<file path="config.mk">
export PLATFORM = sky130hd
export DESIGN_NAME = alu_op_sequencer
export DESIGN_NICKNAME = d
export VERILOG_FILES = /design/src/rtl/alu_op_sequencer.sv
export SDC_FILE = /design/constraint.sdc
export NUM_CORES = 1
export LEC_CHECK = 0
export CELL_PAD_IN_SITES_DETAIL_PLACEMENT = 0
export CELL_PAD_IN_SITES_GLOBAL_PLACEMENT = 1
export CORE_ASPECT_RATIO = 1.25
export CORE_MARGIN = 2
export CORE_UTILIZATION = 46
export CTS_CLUSTER_SIZE = 10
export DETAILED_ROUTE_END_ITERATION = 6
export GPL_TIMING_DRIVEN = 0
export HOLD_SLACK_MARGIN = 0.02
export PLACE_DENSITY_LB_ADDON = 0.1
export SYNTH_ARGS = -nofsm -noshare
export SYNTH_HDL_FRONTEND = slang
export SYNTH_SLANG_ARGS = --single-unit
</file>
<file path="constraint.sdc">
create_clock -name clk -period 3.35 [get_ports clk]
set_clock_uncertainty 0.2 [all_clocks]
set_input_delay 0.5025 -clock clk [delete_from_list [all_inputs] [get_ports clk]]
set_output_delay 0.5025 -clock clk [all_outputs]
set_load 0.005 [all_outputs]
</file>
<file path="src/rtl/alu_op_sequencer.sv">
// Issue stage for the 8-bit ALU: operation FIFO, fixed-latency execute, held result.
// Optional completed-operation counter enabled by defining ALU_OP_COUNT_EN.
module alu_op_sequencer #(
    parameter int FIFO_DEPTH  = 4,
    parameter int ALU_LATENCY = 1
) (
    input  logic        clk,
    input  logic        rst,
    input  logic        in_valid,
    output logic        in_ready,
    input  logic [7:0]  in_a,
    input  logic [7:0]  in_b,
    input  logic [3:0]  in_sel,
    output logic [7:0]  alu_a,
    output logic [7:0]  alu_b,
    output logic [3:0]  alu_sel,
    input  logic [7:0]  alu_result,
    input  logic        alu_equal,
    input  logic        alu_greater,
    input  logic        alu_smaller,
    input  logic        alu_carry,
    output logic        out_valid,
    input  logic        out_ready,
    output logic [7:0]  out_result,
    output logic [3:0]  out_flags,
    output logic [3:0]  out_sel,
    output logic        busy,
    output logic [15:0] op_count
);

    localparam int AW = $clog2(FIFO_DEPTH);
    localparam int CW = (ALU_LATENCY > 1) ? $clog2(ALU_LATENCY) : 1;

    localparam logic [1:0] IDLE = 2'd0;
    localparam logic [1:0] EXEC = 2'd1;
    localparam logic [1:0] CAPT = 2'd2;
    localparam logic [1:0] HOLD = 2'd3;

    typedef struct packed {
        logic [7:0] a;
        logic [7:0] b;
        logic [3:0] sel;
    } op_t;

    op_t           mem [FIFO_DEPTH];
    op_t           head;
    logic [AW:0]   wr_ptr;
    logic [AW:0]   rd_ptr;
    logic          empty;
    logic          full;
    logic          push;
    logic          pop;
    logic          hs;
    logic [1:0]    state;
    logic [CW-1:0] exec_cnt;
    logic          exec_done;
    logic [3:0]    flag_q;

    // Extra pointer MSB distinguishes full from empty.
    assign empty = (wr_ptr == rd_ptr);
    assign full  = (wr_ptr[AW-1:0] == rd_ptr[AW-1:0]) &&
                   (wr_ptr[AW] != rd_ptr[AW]);

    assign in_ready  = !full && !rst;
    assign push      = in_valid && in_ready;
    assign hs        = out_valid && out_ready;
    assign head      = mem[rd_ptr[AW-1:0]];
    assign exec_done = (exec_cnt == CW'(ALU_LATENCY - 1));
    assign busy      = (state != IDLE) || !empty;

    always_comb begin
        pop = 1'b0;
        if (!empty) begin
            if (state == IDLE)
                pop = 1'b1;
            else if (state == HOLD && hs)
                pop = 1'b1;
        end
    end

    always_ff @(posedge clk) begin
        if (push)
            mem[wr_ptr[AW-1:0]] <= '{a: in_a, b: in_b, sel: in_sel};
    end

    always_ff @(posedge clk) begin
        if (rst) begin
            wr_ptr <= '0;
            rd_ptr <= '0;
        end else begin
            if (push)
                wr_ptr <= wr_ptr + 1'b1;
            if (pop)
                rd_ptr <= rd_ptr + 1'b1;
        end
    end

    always_ff @(posedge clk) begin
        if (rst) begin
            state      <= IDLE;
            exec_cnt   <= '0;
            flag_q     <= '0;
            alu_a      <= '0;
            alu_b      <= '0;
            alu_sel    <= '0;
            out_valid  <= 1'b0;
            out_result <= '0;
            out_flags  <= '0;
            out_sel    <= '0;
        end else begin
            if (pop) begin
                alu_a    <= head.a;
                alu_b    <= head.b;
                alu_sel  <= head.sel;
                exec_cnt <= '0;
            end
            unique case (state)
                IDLE: begin
                    if (pop)
                        state <= EXEC;
                end
                EXEC: begin
                    // Flags are combinational from the operands, stable all of EXEC.
                    if (exec_cnt == '0)
                        flag_q <= {alu_carry, alu_equal,
                                   alu_greater, alu_smaller};
                    if (exec_done)
                        state <= CAPT;
                    else
                        exec_cnt <= exec_cnt + 1'b1;
                end
                CAPT: begin
                    out_result <= alu_result;
                    out_sel    <= alu_sel;
                    out_flags  <= flag_q;
                    out_valid  <= 1'b1;
                    state      <= HOLD;
                end
                HOLD: begin
                    if (hs) begin
                        out_valid <= 1'b0;
                        state     <= pop ? EXEC : IDLE;
                    end
                end
                default: state <= IDLE;
            endcase
        end
    end

`ifdef ALU_OP_COUNT_EN
    logic [15:0] op_count_q;

    always_ff @(posedge clk) begin
        if (rst)
            op_count_q <= '0;
        else if (hs)
            op_count_q <= op_count_q + 16'd1;
    end

    assign op_count = op_count_q;
`else
    assign op_count = 16'h0000;
`endif

endmodule

</file>
==> metrics.csv <==
stage,metric,value,unit
cells_and_area,area delta synth->final,30.9,%
cells_and_area,most frequent cells in the layout,"sky130_fd_sc_hd__edfxtp_1 (80), sky130_fd_sc_hd__clkdlybuf4s50_1 (73), sky130_fd_sc_hd__dfxtp_1 (50)",
sta,normalized max-slew margin,25.4,%
synthesis,share of the synthesized area in the top cell type,47.5,%
floorplanning,horizontal die dimension,97.8,um
cts,hold_buf cts,0,
sta,Worst Tran Pin Value,1.12,ns
cts,H-tree level count,4,
synthesis,Synth area leaders,"sky130_fd_sc_hd__edfxtp_1 (47%), sky130_fd_sc_hd__dfxtp_1 (20%), sky130_fd_sc_hd__mux4_2 (8.9%), sky130_fd_sc_hd__mux2i_1 (4.2%), sky130_fd_sc_hd__nand2_1 (3.3%)",
detailed_routing,remaining routing DRC violations,0,
setup_path,origin of the worst setup path,wr_ptr[1],
placed_design,placed wire-length estimate after detailed placement,6.18,mm
cts,"CTS clk-pin slew, worst paths",0.05,ns
sta,number of failing hold endpoints at the final stage,0,
setup_path,critical path's slowest cell,sky130_fd_sc_hd__clkdlybuf4s50_1,
synthesis,fraction of registers with async set or reset after synthesis,0,%
detailed_routing,total iterations of the first detailed-routing run,4,
synthesis,"area leader, netlist",sky130_fd_sc_hd__edfxtp_1,
setup_path,highest cell delay on the worst timing path,0.58,ns
detailed_routing,Vias/cell,4.98,
setup_path,worst setup path category,reg -> out,
power_and_ir_drop,Leak,2.34,nW
sta,final critical-path share of the clock period,82.4,%
cts,TritonCTS clock tree,built,
global_routing,largest net degree at the start of global routing,21,
cts,latest clock arrival within the worst-skew pair,0.41,ns
cts,Resize count post-CTS,0,
floorplanning,number of primary I/O pins,91,
cts,Setup Buffers After CTS,0,
setup_path,list of cells traversed by the critical path,xor2_1 -> nor3_1 -> nor2_1 -> clkdlybuf4s50_1,
synthesis,share of the yosys chip area belonging to registers,67.3,%
synthesis,Seq cells post-synth,130,
job,number of maximum-capacitance constraint violations,0,
cells_and_area,most frequent standard cell in the layout excluding fill and tap cells,sky130_fd_sc_hd__edfxtp_1,
sta,count of pins over their slew limit,0,
floorplanning,die extent in y,121,um
global_routing,via count of the first global-routing pass,3033,
synthesis,Post-synth EDFFs,80,
floorplanning,# rows,42,
synthesis,yosys synthesis warning count,0,
floorplanning,effective utilization at floorplan,47.4,%
synthesis,library cells used by synthesis,34,
global_routing,Total Routing Usage GR,17.4,%
global_routing,total gr overflow,0,
cts,maximum clock insertion buffer count,2,
setup_path,setup slack of the worst register-to-register path,0.74,ns
detailed_routing,routed length per instance,15.8,um
setup_path,CP endpoint kind,primary output,
sta,final critical-path required period,2.76,ns
placed_design,total instance count after detailed placement,568,
sta,final setup violation count,0,
floorplanning,Core Area,0.0107,mm2
detailed_routing,Initial DRC Count,167,
setup_path,reg-to-reg startpoint,wr_ptr[1],
detailed_routing,ANT nets after route,0,
sta,Achievable Freq,0.362,GHz
cts,cell at the root of the clock tree,sky130_fd_sc_hd__clkbuf_16,
setup_path,critical path startpoint category,register,
detailed_routing,routed vias,2990,
synthesis,Post-Syn Area,0.00506,mm2
cts,clock sink count,130,
setup_path,WP data arrival,2.06,ns
floorplanning,floorplan die area,0.0119,mm2
synthesis,post-synthesis area per instance,14.5,um2
global_routing,number of antenna violations at the first check in global routing,0,
hold_path,min-delay src,alu_b[6],
power_and_ir_drop,power density over the cells,794,mW/mm2
cts,clock buffers created by TritonCTS,17,
status,status,"finished, final reports clean",
power_and_ir_drop,overall power of the completed layout,5.26,mW
sta,final-layout setup total negative slack,0,ns
placed_design,gpl congestion,0.785,
synthesis,post-synthesis instance total,348,
sta,RSZ-0062 raised after global routing,false,
power_and_ir_drop,peak ir drop on the vdd network,0.000505,V
cells_and_area,share of cells above drive strength 1,17.5,%
cells_and_area,Finished Layout Cells,600,
synthesis,Post-synth top flop,sky130_fd_sc_hd__edfxtp_1,
hold_path,path class of the lowest-slack min-delay path,reg -> reg,
cells_and_area,net total in the final layout,500,
placed_design,Port Buffer Count,73,
cells_and_area,ANT cells,0,
detailed_routing,Routed WL,9.49,mm
global_routing,wire length of the first global-routing pass,15.3,mm
setup_path,maximum fanout along the worst path,6,
setup_path,Crit path required time,2.65,ns
synth_stat cells (4+ instances only):
| cell | instances |
|---|---|
| sky130_fd_sc_hd__a21oi_1 | 24 |
| sky130_fd_sc_hd__mux4_2 | 20 |
| sky130_fd_sc_hd__and3_1 | 4 |
| sky130_fd_sc_hd__ha_1 | 9 |
| sky130_fd_sc_hd__mux2i_1 | 21 |
| sky130_fd_sc_hd__clkbuf_1 | 8 |
| sky130_fd_sc_hd__nand2_1 | 44 |
| sky130_fd_sc_hd__edfxtp_1 | 80 |
| sky130_fd_sc_hd__dfxtp_1 | 50 |
| sky130_fd_sc_hd__buf_2 | 9 |
| sky130_fd_sc_hd__nor2_1 | 27 |
| sky130_fd_sc_hd__inv_1 | 5 |
| sky130_fd_sc_hd__buf_4 | 17 |
final timing paths:
kind,to,cells after the start
setup reg to reg,mem[3][13],4
hold / removal,alu_b[6],2
hold reg to reg,alu_b[6],2
setup / recovery,in_ready,4
logic make-up after synthesis:
kind of cell | after synthesis | synth area share, %
AOI/OAI and AO/OA | 34 | 4.11
and+or+nand+nor | 85 | 6.98
xor gates and xnor gates | 8 | 1.83
buffers and inverters | 40 | 4.45
DFF | 130 | 67.3
adders and majority gates | 9 | 2.23
muxes | 41 | 13.1
other | 1 | 0.0741
area by class of cell:
type / instances / area, um2
multi-input combinational: 193 / 1490
fill: 865 / 4040
buffer: 35 / 206
tap: 132 / 165
sequential: 130 / 3400
clock inverter: 12 / 156
inverter: 5 / 18.8
timing repair buffer: 73 / 731
clock buffer: 20 / 457
through the flow:
step                hold slack (ns)  instance area (um2)  setup WS (ns)  utilization, %
floorplan                     0.253                 5110           1.21               -
global placement              0.244                 6010          0.695            56.3
detailed placement            0.247                 6010          0.709            56.3
CTS                           0.254                 6620          0.572            62.1
global route                  0.271                 6620          0.414            62.1
finish                        0.253                 6620          0.589            62.1
critical path: cells and delay by family, from the launching register on:
family                 cells  cell delay (ns)
AND/OR/NAND/NOR            2             0.30
buffers and inverters      1             0.58
XOR/XNOR                   1             0.28
flip-flops                 1             0.49
power by group:
| part | switching (mW) | internal [mW] |
|---|---|---|
| logic | 0.690 | 0.713 |
| clock network | 0.656 | 1.21 |
| registers | 0.106 | 1.88 |
| total | 1.45 | 3.80 |
flip-flops by register name (all words and copies together) (netlist names):
name	count
state	2
out_result	8
out_flags	4
alu_sel	4
out_valid	1
mem	80
out_sel	4
alu_a	8
rd_ptr	3
flag_q	4
alu_b	8
wr_ptr	3
exec_cnt	1
per-layer routing:
layer	part of all wire (%)	up-vias	global-route usage, %
met1	40	1440	19.6
met4	2.3	0	8.33
li1	-	1450	-
met3	4.6	22	5.13
met2	53	78	30.3
met5	0	-	0
Power figures use the tool's default switching activity.
